## config.mk

```make
export PLATFORM = sky130hd
export DESIGN_NAME = mem_arbiter
export DESIGN_NICKNAME = d
export VERILOG_FILES = /design/src/rtl/mem_arbiter.sv
export SDC_FILE = /design/constraint.sdc
export NUM_CORES = 1
export LEC_CHECK = 0
export CORE_AREA = 2 2 53 55
export CTS_BUF_LIST = sky130_fd_sc_hd__clkbuf_4 sky130_fd_sc_hd__clkbuf_8 sky130_fd_sc_hd__clkbuf_16
export CTS_CLUSTER_SIZE = 16
export DETAILED_ROUTE_END_ITERATION = 16
export DIE_AREA = 0 0 55 57
export PLACE_DENSITY = 0.78
export RECOVER_POWER = 25
export SKIP_LAST_GASP = 1
export SYNTH_ARGS = -nofsm -noshare
export SYNTH_HDL_FRONTEND = slang
export SYNTH_SLANG_ARGS = --single-unit
```

## constraint.sdc

```tcl
create_clock -name clk -period 2.5 [get_ports clk]
set_input_delay 0.5 -clock clk [delete_from_list [all_inputs] [get_ports clk]]
set_output_delay 0.5 -clock clk [all_outputs]
set_load 0.01 [all_outputs]
```

## src/rtl/mem_arbiter.sv

```systemverilog
// Single-port RAM arbiter between the CPU datapath and the loader/debug port.
// Combinational same-cycle grants, anti-starvation for the loader, locked loader bursts.
module mem_arbiter #(
    parameter int AW       = 5,
    parameter int DW       = 8,
    parameter int MAX_WAIT = 4
) (
    input  logic          clk,
    input  logic          R,
    input  logic          cpu_req,
    input  logic          cpu_we,
    input  logic [AW-1:0] cpu_addr,
    input  logic [DW-1:0] cpu_wdata,
    output logic          cpu_gnt,
    output logic          cpu_rvalid,
    output logic [DW-1:0] cpu_rdata,
    output logic          cpu_stall,
    input  logic          ld_req,
    input  logic          ld_we,
    input  logic          ld_lock,
    input  logic [AW-1:0] ld_addr,
    input  logic [DW-1:0] ld_wdata,
    output logic          ld_gnt,
    output logic          ld_rvalid,
    output logic [DW-1:0] ld_rdata,
    output logic          mem_en,
    output logic          mem_we,
    output logic [AW-1:0] mem_addr,
    output logic [DW-1:0] mem_wdata,
    input  logic [DW-1:0] mem_rdata
);

    localparam logic [3:0] MAX_WAIT_C = 4'(MAX_WAIT);

    logic [3:0]    wait_cnt_r;
    logic          lock_r;
    logic          rv_cpu_r;
    logic          rv_ld_r;
    logic          cpu_gnt_s;
    logic          ld_gnt_s;
    logic          mem_we_s;
    logic [AW-1:0] mem_addr_s;
    logic [DW-1:0] mem_wdata_s;

    // Grant priority: locked burst, starved loader, CPU, then loader.
    always_comb begin
        cpu_gnt_s = 1'b0;
        ld_gnt_s  = 1'b0;
        if (ld_req && (lock_r || (wait_cnt_r == MAX_WAIT_C))) begin
            ld_gnt_s = 1'b1;
        end else if (cpu_req) begin
            cpu_gnt_s = 1'b1;
        end else if (ld_req) begin
            ld_gnt_s = 1'b1;
        end else begin
            cpu_gnt_s = 1'b0;
            ld_gnt_s  = 1'b0;
        end
    end

    // RAM request mux; idle cycles drive zeros so the bus is quiet.
    always_comb begin
        mem_we_s    = 1'b0;
        mem_addr_s  = {AW{1'b0}};
        mem_wdata_s = {DW{1'b0}};
        case ({cpu_gnt_s, ld_gnt_s})
            2'b10: begin
                mem_we_s    = cpu_we;
                mem_addr_s  = cpu_addr;
                mem_wdata_s = cpu_wdata;
            end
            2'b01: begin
                mem_we_s    = ld_we;
                mem_addr_s  = ld_addr;
                mem_wdata_s = ld_wdata;
            end
            default: begin
                mem_we_s    = 1'b0;
                mem_addr_s  = {AW{1'b0}};
                mem_wdata_s = {DW{1'b0}};
            end
        endcase
    end

    // Loader starvation counter, saturating at the forced-win threshold.
    always_ff @(posedge clk or negedge R) begin
        if (!R) begin
            wait_cnt_r <= 4'd0;
        end else if (ld_gnt_s) begin
            wait_cnt_r <= 4'd0;
        end else if (ld_req && (wait_cnt_r != MAX_WAIT_C)) begin
            wait_cnt_r <= wait_cnt_r + 4'd1;
        end else begin
            wait_cnt_r <= wait_cnt_r;
        end
    end

    // Lock holds only while the loader keeps both req and lock asserted.
    always_ff @(posedge clk or negedge R) begin
        if (!R) begin
            lock_r <= 1'b0;
        end else begin
            lock_r <= ld_gnt_s & ld_lock;
        end
    end

    // Read-valid flags tag the returning RAM data with its owner.
    always_ff @(posedge clk or negedge R) begin
        if (!R) begin
            rv_cpu_r <= 1'b0;
            rv_ld_r  <= 1'b0;
        end else begin
            rv_cpu_r <= cpu_gnt_s & ~cpu_we;
            rv_ld_r  <= ld_gnt_s & ~ld_we;
        end
    end

    assign cpu_gnt    = cpu_gnt_s;
    assign ld_gnt     = ld_gnt_s;
    assign cpu_stall  = cpu_req & ~cpu_gnt_s;
    assign cpu_rvalid = rv_cpu_r;
    assign ld_rvalid  = rv_ld_r;
    assign cpu_rdata  = mem_rdata;
    assign ld_rdata   = mem_rdata;
    assign mem_en     = cpu_gnt_s | ld_gnt_s;
    assign mem_we     = mem_we_s;
    assign mem_addr   = mem_addr_s;
    assign mem_wdata  = mem_wdata_s;

endmodule

```

==> flow_summary_export.csv, run 1 <==
group,metric,value,unit
critical_path,r2r-end,"ld_rvalid",
synth,synth_cells,68,
final_layout,antennaDiodeCount,0,
routing,viasPerCell,4.56,
power_and_ir_drop,p_leak,0.693,nW
critical_path,r2r_cells,8,
final_layout,fillCellCount,244,
clock_network,cts_max_level,1,
routing,routed_wirelength,2.27,mm
critical_path,crit_type,"reg2out",
synth,yosys.area.top_type,"dfrtp_1",
die,initial_core_util,0.244,
global_route,gr-usage-all-layers,0.134,
placed_design,io_buffers,52,
die,dieArea,3140,sq um
final_layout,drive_above_1_share,0.317,
placed_design,gp_congestion,0.630,
clock_network,postCtsHoldBufs,0,
die,die_x,55,um
synth,synth_top_flop_cell,"dfrtp_1",
critical_path,arrival,2110,ps
sta,hold_viol,0,
routing,firstDrtPassIters,2,
synth,yosysSeqAreaShare,0.274,
routing,antenna_left,0,
clock_network,cts_max_path_buffers,2,
sta,worst_slew_pin_slew,326,ps
worst_hold_path,hp-class,"in2async",
sta,fin_hold_ws,580,ps
die,io_pins,77,
global_route,grt_max_degree,17,
power_and_ir_drop,powerDensity,382,nW/um^2
synth,syn-mean-instance-area,9.40,sq um
sta,setup_viol,1,
die,rows,19,
clock_network,cts.clk_slew.worst_paths,50,ps
routing,first_iter_violations,15,
clock_network,cts_made_buffers,3,
routing,drc,0,
synth,synth_cell_types,21,
global_route,antenna_found_initial,0,
sta,finalCritPeriodShare,1.04,
final_layout,syn_to_final_growth,96.5,%
global_route,grt_pass1_wl,2.93,mm
clock_network,cts_root_buf,"clkbuf_4",
synth,synth_area_leaders,"dfrtp_1 27%, buf_4 21%, a22o_2 16%",
power_and_ir_drop,ir_drop,244,uV
flow_run,max_cap_viol_count,0,
critical_path,crit_path_end_kind,"output pin",
critical_path,r2r-start,"wait_cnt_r[1]",
routing,wl_per_cell,15.1,um
global_route,grt-ovfl-total,0,
synth,synth_seq_cells,7,
sta,grt_setup_unrepaired,"yes",
run_status,outcome,"finished with violations",
critical_path,cp-start-kind,"flop",
sta,fmax,383,MHz
sta,finalClockSkew,4.12,ps
synth,async_flop_share,1.00,
routing,vias,689,
global_route,grt_pass1_vias,678,
synth,synth_most_common_cell,"buf_4",
sta,worst_slack,-109,ps
critical_path,path_max_fanout,7,
final_layout,nets,164,
critical_path,crit_required,2000,ps
final_layout,design_area,1260,sq um
run_status,violations,"negative setup slack",
synth,synth.top_cell.area_share,0.274,
clock_network,insertion_delay,250,ps
clock_network,clkSinkCount,7,
synth,synth_commonest_cells,"18 x buf_4, 10 x a22o_2, 7 x dfrtp_1",
placed_design,post-place-ws,-404,ps
die,coreArea,2620,sq um
synth,syn_nets,111,
synth,syn_area,639,sq um
sta,finalCriticalPeriod,2610,ps
placed_design,dp_hpwl,1.50,mm
sta,relSlewSlack,0.782,
die,die_y,57,um
sta,slew_violations,0,
placed_design,place_area,1090,sq um
synth,synth_edf_count,0,
critical_path,r2r_slack,990,ps
clock_network,cts_tree,"built",
synth,yosysWarnings,0,
flip-flops by register name, summed over array words and instances, names as in the netlist:
name	cells
cpu_rvalid	1
ld_rvalid	1
lock_r	1
wait_cnt_r	4
power breakdown:
group          internal [mW]  total (mW)  switching [mW]  leakage (nW)
Combinational          0.152       0.238          0.0860         0.581
Sequential             0.123       0.130         0.00703        0.0937
Clock                 0.0717       0.112          0.0408        0.0184
what timing repair did:
action                     in CTS  in global routing
gates resized for setup         5                 21
setup endpoints to repair      16                 17
pin swaps                       0                  1
cloned                          0                  1
setup buffers                   1                  9
metal layers:
layer  vias to the layer above  routed length [um]  track usage
li1                        331                   -            -
met1                       319                 811        0.125
met2                        24                1240        0.231
met3                        15                 149       0.0524
met4                         0                  73       0.0906
met5                         -                   0            0
layout make-up:
cell class	count	area, sq um	share of cell area
Timing Repair Buffer	68	698	0.556
Multi-Input combinational cell	38	303	0.241
Sequential cell	7	175	0.139
Tap cell	31	38.8	0.0309
Clock buffer	4	30.0	0.0239
Inverter	3	11.3	0.00896
cells by family after synthesis:
kind of cell    share of synthesized area
simple gates                        0.139
fa+ha+maj                          0.0391
xor+xnor                           0.0274
buf+inv                             0.264
compound gates                      0.256
flops                               0.274
per-stage QoR:
stage | std cells | total power, mW | setup TNS [ps] | utilization
after floorplan | 68 | 0.241 | 0 | -
after global placement | 136 | 0.333 | -4890 | 0.417
after detailed placement | 136 | 0.339 | -5710 | 0.417
after CTS | 141 | 0.461 | -2600 | 0.437
after global routing | 151 | 0.512 | -313 | 0.480
final | 151 | 0.480 | -109 | 0.480
worst max path at each step:
stage,from,to,slack (ps),depth (start not counted)
floorplan,wait_cnt_r[0],mem_addr[0],550,7
global placement,ld_req,mem_wdata[3],-340,5
detailed placement,ld_req,mem_wdata[2],-400,5
CTS,ld_req,mem_wdata[2],-230,7
global route,wait_cnt_r[1],mem_wdata[4],-200,8
finish,wait_cnt_r[1],mem_wdata[4],-110,8
critical path, cell delays in order (launching register included):
cell and delay [ps]:
dfrtp_1 390, inv_1 90, ha_2 180, nand4b_1 130
buf_4 170, o21ai_2 90, buf_12 160, a22o_2 140
clkdlybuf4s50_1 520
placed cells by master (no fill, tap or decap):
cell type / netlist / final
dlygate4sd3_1: 0 / 1
nor2b_1: 2 / 2
nand4b_1: 1 / 1
and3_1: 2 / 1
and3_4: 0 / 1
o21ai_2: 1 / 1
dfrtp_1: 7 / 7
and2b_1: 1 / 1
inv_2: 0 / 1
ha_1: 2 / 1
xor2_1: 2 / 2
buf_4: 18 / 12
nand4_1: 1 / 1
a22o_1: 4 / 4
dlymetal6s2s_1: 0 / 13
or2_2: 1 / 1
ha_2: 0 / 1
clkbuf_4: 0 / 4
and2_1: 1 / 1
buf_12: 0 / 2
o22ai_1: 2 / 2
clkbuf_2: 0 / 4
nor2_1: 2 / 2
nand2_1: 3 / 3
o21bai_1: 1 / 1
a22o_2: 10 / 10
clkdlybuf4s50_1: 0 / 35
clkbuf_16: 0 / 1
inv_1: 3 / 2
nand3_1: 2 / 2
(Power assumes the default switching activity.)
==> run 2: changes to the inputs <==
--- a/config.mk
+++ b/config.mk
@@ -5,12 +5,12 @@
 export SDC_FILE = /design/constraint.sdc
 export NUM_CORES = 1
 export LEC_CHECK = 0
-export CORE_AREA = 2 2 53 55
+export CORE_AREA = 2 2 49 60
 export CTS_BUF_LIST = sky130_fd_sc_hd__clkbuf_4 sky130_fd_sc_hd__clkbuf_8 sky130_fd_sc_hd__clkbuf_16
 export CTS_CLUSTER_SIZE = 16
 export DETAILED_ROUTE_END_ITERATION = 16
-export DIE_AREA = 0 0 55 57
-export PLACE_DENSITY = 0.78
+export DIE_AREA = 0 0 51 62
+export PLACE_DENSITY = 0.77
 export RECOVER_POWER = 25
 export SKIP_LAST_GASP = 1
 export SYNTH_ARGS = -nofsm -noshare
==> run 2 against run 1 <==
Compared with the run above: the flow now finishes without violations; critical path depth fell by 1; final area down 7.7%; clock power barely moved; first-iteration DRC count is 73% higher; core utilization fell by 4.3 points; worst setup slack better by 140 ps; hold slack got worse by 0.67 ps; critical endpoint is now mem_addr[1]; largest cell class unchanged; highest routed layer unchanged.
==> flow_summary_export.csv, run 2 (synthesis results as in run 1) <==
group,metric,value,unit
run_status,outcome,"completed",
flow_run,max_cap_viol_count,0,
critical_path,path_max_fanout,4,
routing,wl_per_cell,13.3,um
clock_network,cts_root_buf,"clkbuf_4",
routing,antenna_left,0,
sta,fmax,406,MHz
critical_path,r2r_cells,6,
sta,worst_slack,34.2,ps
critical_path,arrival,1970,ps
final_layout,antennaDiodeCount,0,
critical_path,crit_path_end_kind,"output pin",
die,initial_core_util,0.241,
final_layout,largest_reg_flops,4,
power_and_ir_drop,power_frac_seq,0.283,
sta,finalCritPeriodShare,0.986,
critical_path,crit_required,2000,ps
die,dieArea,3160,sq um
placed_design,place_inst,137,
critical_path,cp-start-kind,"flop",
sta,slew_violations,0,
die,coreArea,2650,sq um
placed_design,io_buffers,52,
final_layout,final_cells,151,
routing,vias,665,
routing,routed-wl-met3,155,um
routing,routed_wirelength,2.01,mm
global_route,antenna_found_initial,0,
global_route,grt_pass1_wl,2.62,mm
clock_network,cts_tree,"built",
final_layout,top_register,"wait_cnt_r",
final_layout,final_common_cell,"clkdlybuf4s50_1",
clock_network,insertion_delay,250,ps
clock_network,cts_max_level,1,
power_and_ir_drop,power_switching,0.127,mW
power_and_ir_drop,p_clk_frac,0.245,
power_and_ir_drop,p_leak,0.546,nW
placed_design,gp_congestion,0.797,
sta,relSlewSlack,0.783,
final_layout,syn_to_final_growth,81.4,%
routing,wl_met2,1.07,mm
clock_network,cts_max_path_buffers,2,
final_layout,nets,161,
critical_path,crit_type,"reg2out",
final_layout,drive_above_1_share,0.316,
placed_design,dp_hpwl,1.41,mm
die,die_y,62,um
power_and_ir_drop,switching_share,0.280,
global_route,grt_max_degree,9,
power_and_ir_drop,powerDensity,392,nW/um^2
sta,finalClockSkew,7.27,ps
sta,finalCriticalPeriod,2470,ps
global_route,grt_pass1_vias,597,
die,die_x,51,um
clock_network,cts.clk_slew.worst_paths,50,ps
sta,grt_setup_unrepaired,"yes",
power_and_ir_drop,power,0.455,mW
routing,highest_layer,"met4",
routing,first_iter_violations,26,
die,io_pins,77,
global_route,gr-usage-all-layers,0.109,
clock_network,clkSinkCount,7,
power_and_ir_drop,ir_drop,203,uV
routing,viasPerCell,4.40,
sta,worst_slew_pin_slew,325,ps
worst_hold_path,hp-class,"in2async",
die,rows,21,
global_route,grt-ovfl-total,0,
routing,met1_length,777,um
routing,firstDrtPassIters,4,
clock_network,cts_made_buffers,3,
placed_design,post-place-ws,-449,ps
sta,setup_viol,0,
power_and_ir_drop,p_int,0.327,mW
final_layout,most-common-layout-cells,"35 x clkdlybuf4s50_1, 11 x buf_4, 10 x a22o_2, 8 x dlygate4sd2_1, 7 x dfrtp_1",
routing,drc,0,
power_and_ir_drop,p_comb_frac,0.472,
sta,hold_viol,0,
run 2: cell count changes in the layout (fill, tap and decap cells not counted), moves of 2 or more:
cell / previous run / this run
buf_12: 2 / 0
dlymetal6s2s_1: 13 / 1
dlygate4sd2_1: 0 / 8
clkdlybuf4s15_1: 0 / 3
run 2: final cells by class:
cell class | count | area, sq um
fill | 265 | 1490
timing repair buffer | 64 | 587
multi-input combinational | 39 | 314
sequential | 7 | 175
tap | 34 | 42.5
clock buffer | 4 | 30.0
inverter | 3 | 11.3
run 2: critical path, stage by stage, from the launching register on:
cell and delay [ps]:
dfrtp_1 380, inv_2 70, ha_2 180, nand4b_1 190, and3_4 260, buf_4 140
a22o_1 220, dlygate4sd2_1 280
run 2: metrics by stage:
| step | instance area (sq um) | TNS [ps] | hold WS (ps) | utilization |
|---|---|---|---|---|
| floorplan | 639 | 0 | 204 | - |
| global placement | 1070 | -5080 | 553 | 0.402 |
| detailed placement | 1070 | -6430 | 570 | 0.402 |
| CTS | 1160 | 0 | 510 | 0.437 |
| global route | 1160 | -93.5 | 602 | 0.437 |
| finish | 1160 | 0 | 580 | 0.437 |
run 2: power by group through the flow:
stage,combinational (mW),clock [mW],sequential [mW]
floorplan,0.111,0,0.131
global placement,0.196,0,0.131
detailed placement,0.201,0,0.132
CTS,0.211,0.116,0.128
global route,0.232,0.127,0.130
finish,0.215,0.111,0.129
run 2: per-layer routing:
layer / global-route usage / up-vias
met5: 0 / -
met4: 0.0309 / 0
met3: 0.0359 / 4
met2: 0.184 / 33
met1: 0.135 / 302
li1: - / 326
run 2: path summary, 6_finish.rpt:
path	slack, ps	endpoint	startpoint
max	30	mem_addr[1]	wait_cnt_r[0]
min	580	wait_cnt_r[3]	R
max reg2reg	1070	cpu_rvalid	wait_cnt_r[0]
min reg2reg	580	wait_cnt_r[0]	wait_cnt_r[0]
max in group asynchronous	1670	wait_cnt_r[2]	R
min in group clk	580	wait_cnt_r[0]	wait_cnt_r[0]
run 2: what timing repair did:
| action | 4_1_cts | 5_1_grt |
|---|---|---|
| hold buffers | 0 | 0 |
| resized for setup | 20 | 14 |
| setup endpoints to repair | 15 | 10 |
| pin swaps | 3 | 2 |
| setup buffers | 8 | 1 |
| cloned | 1 | 0 |
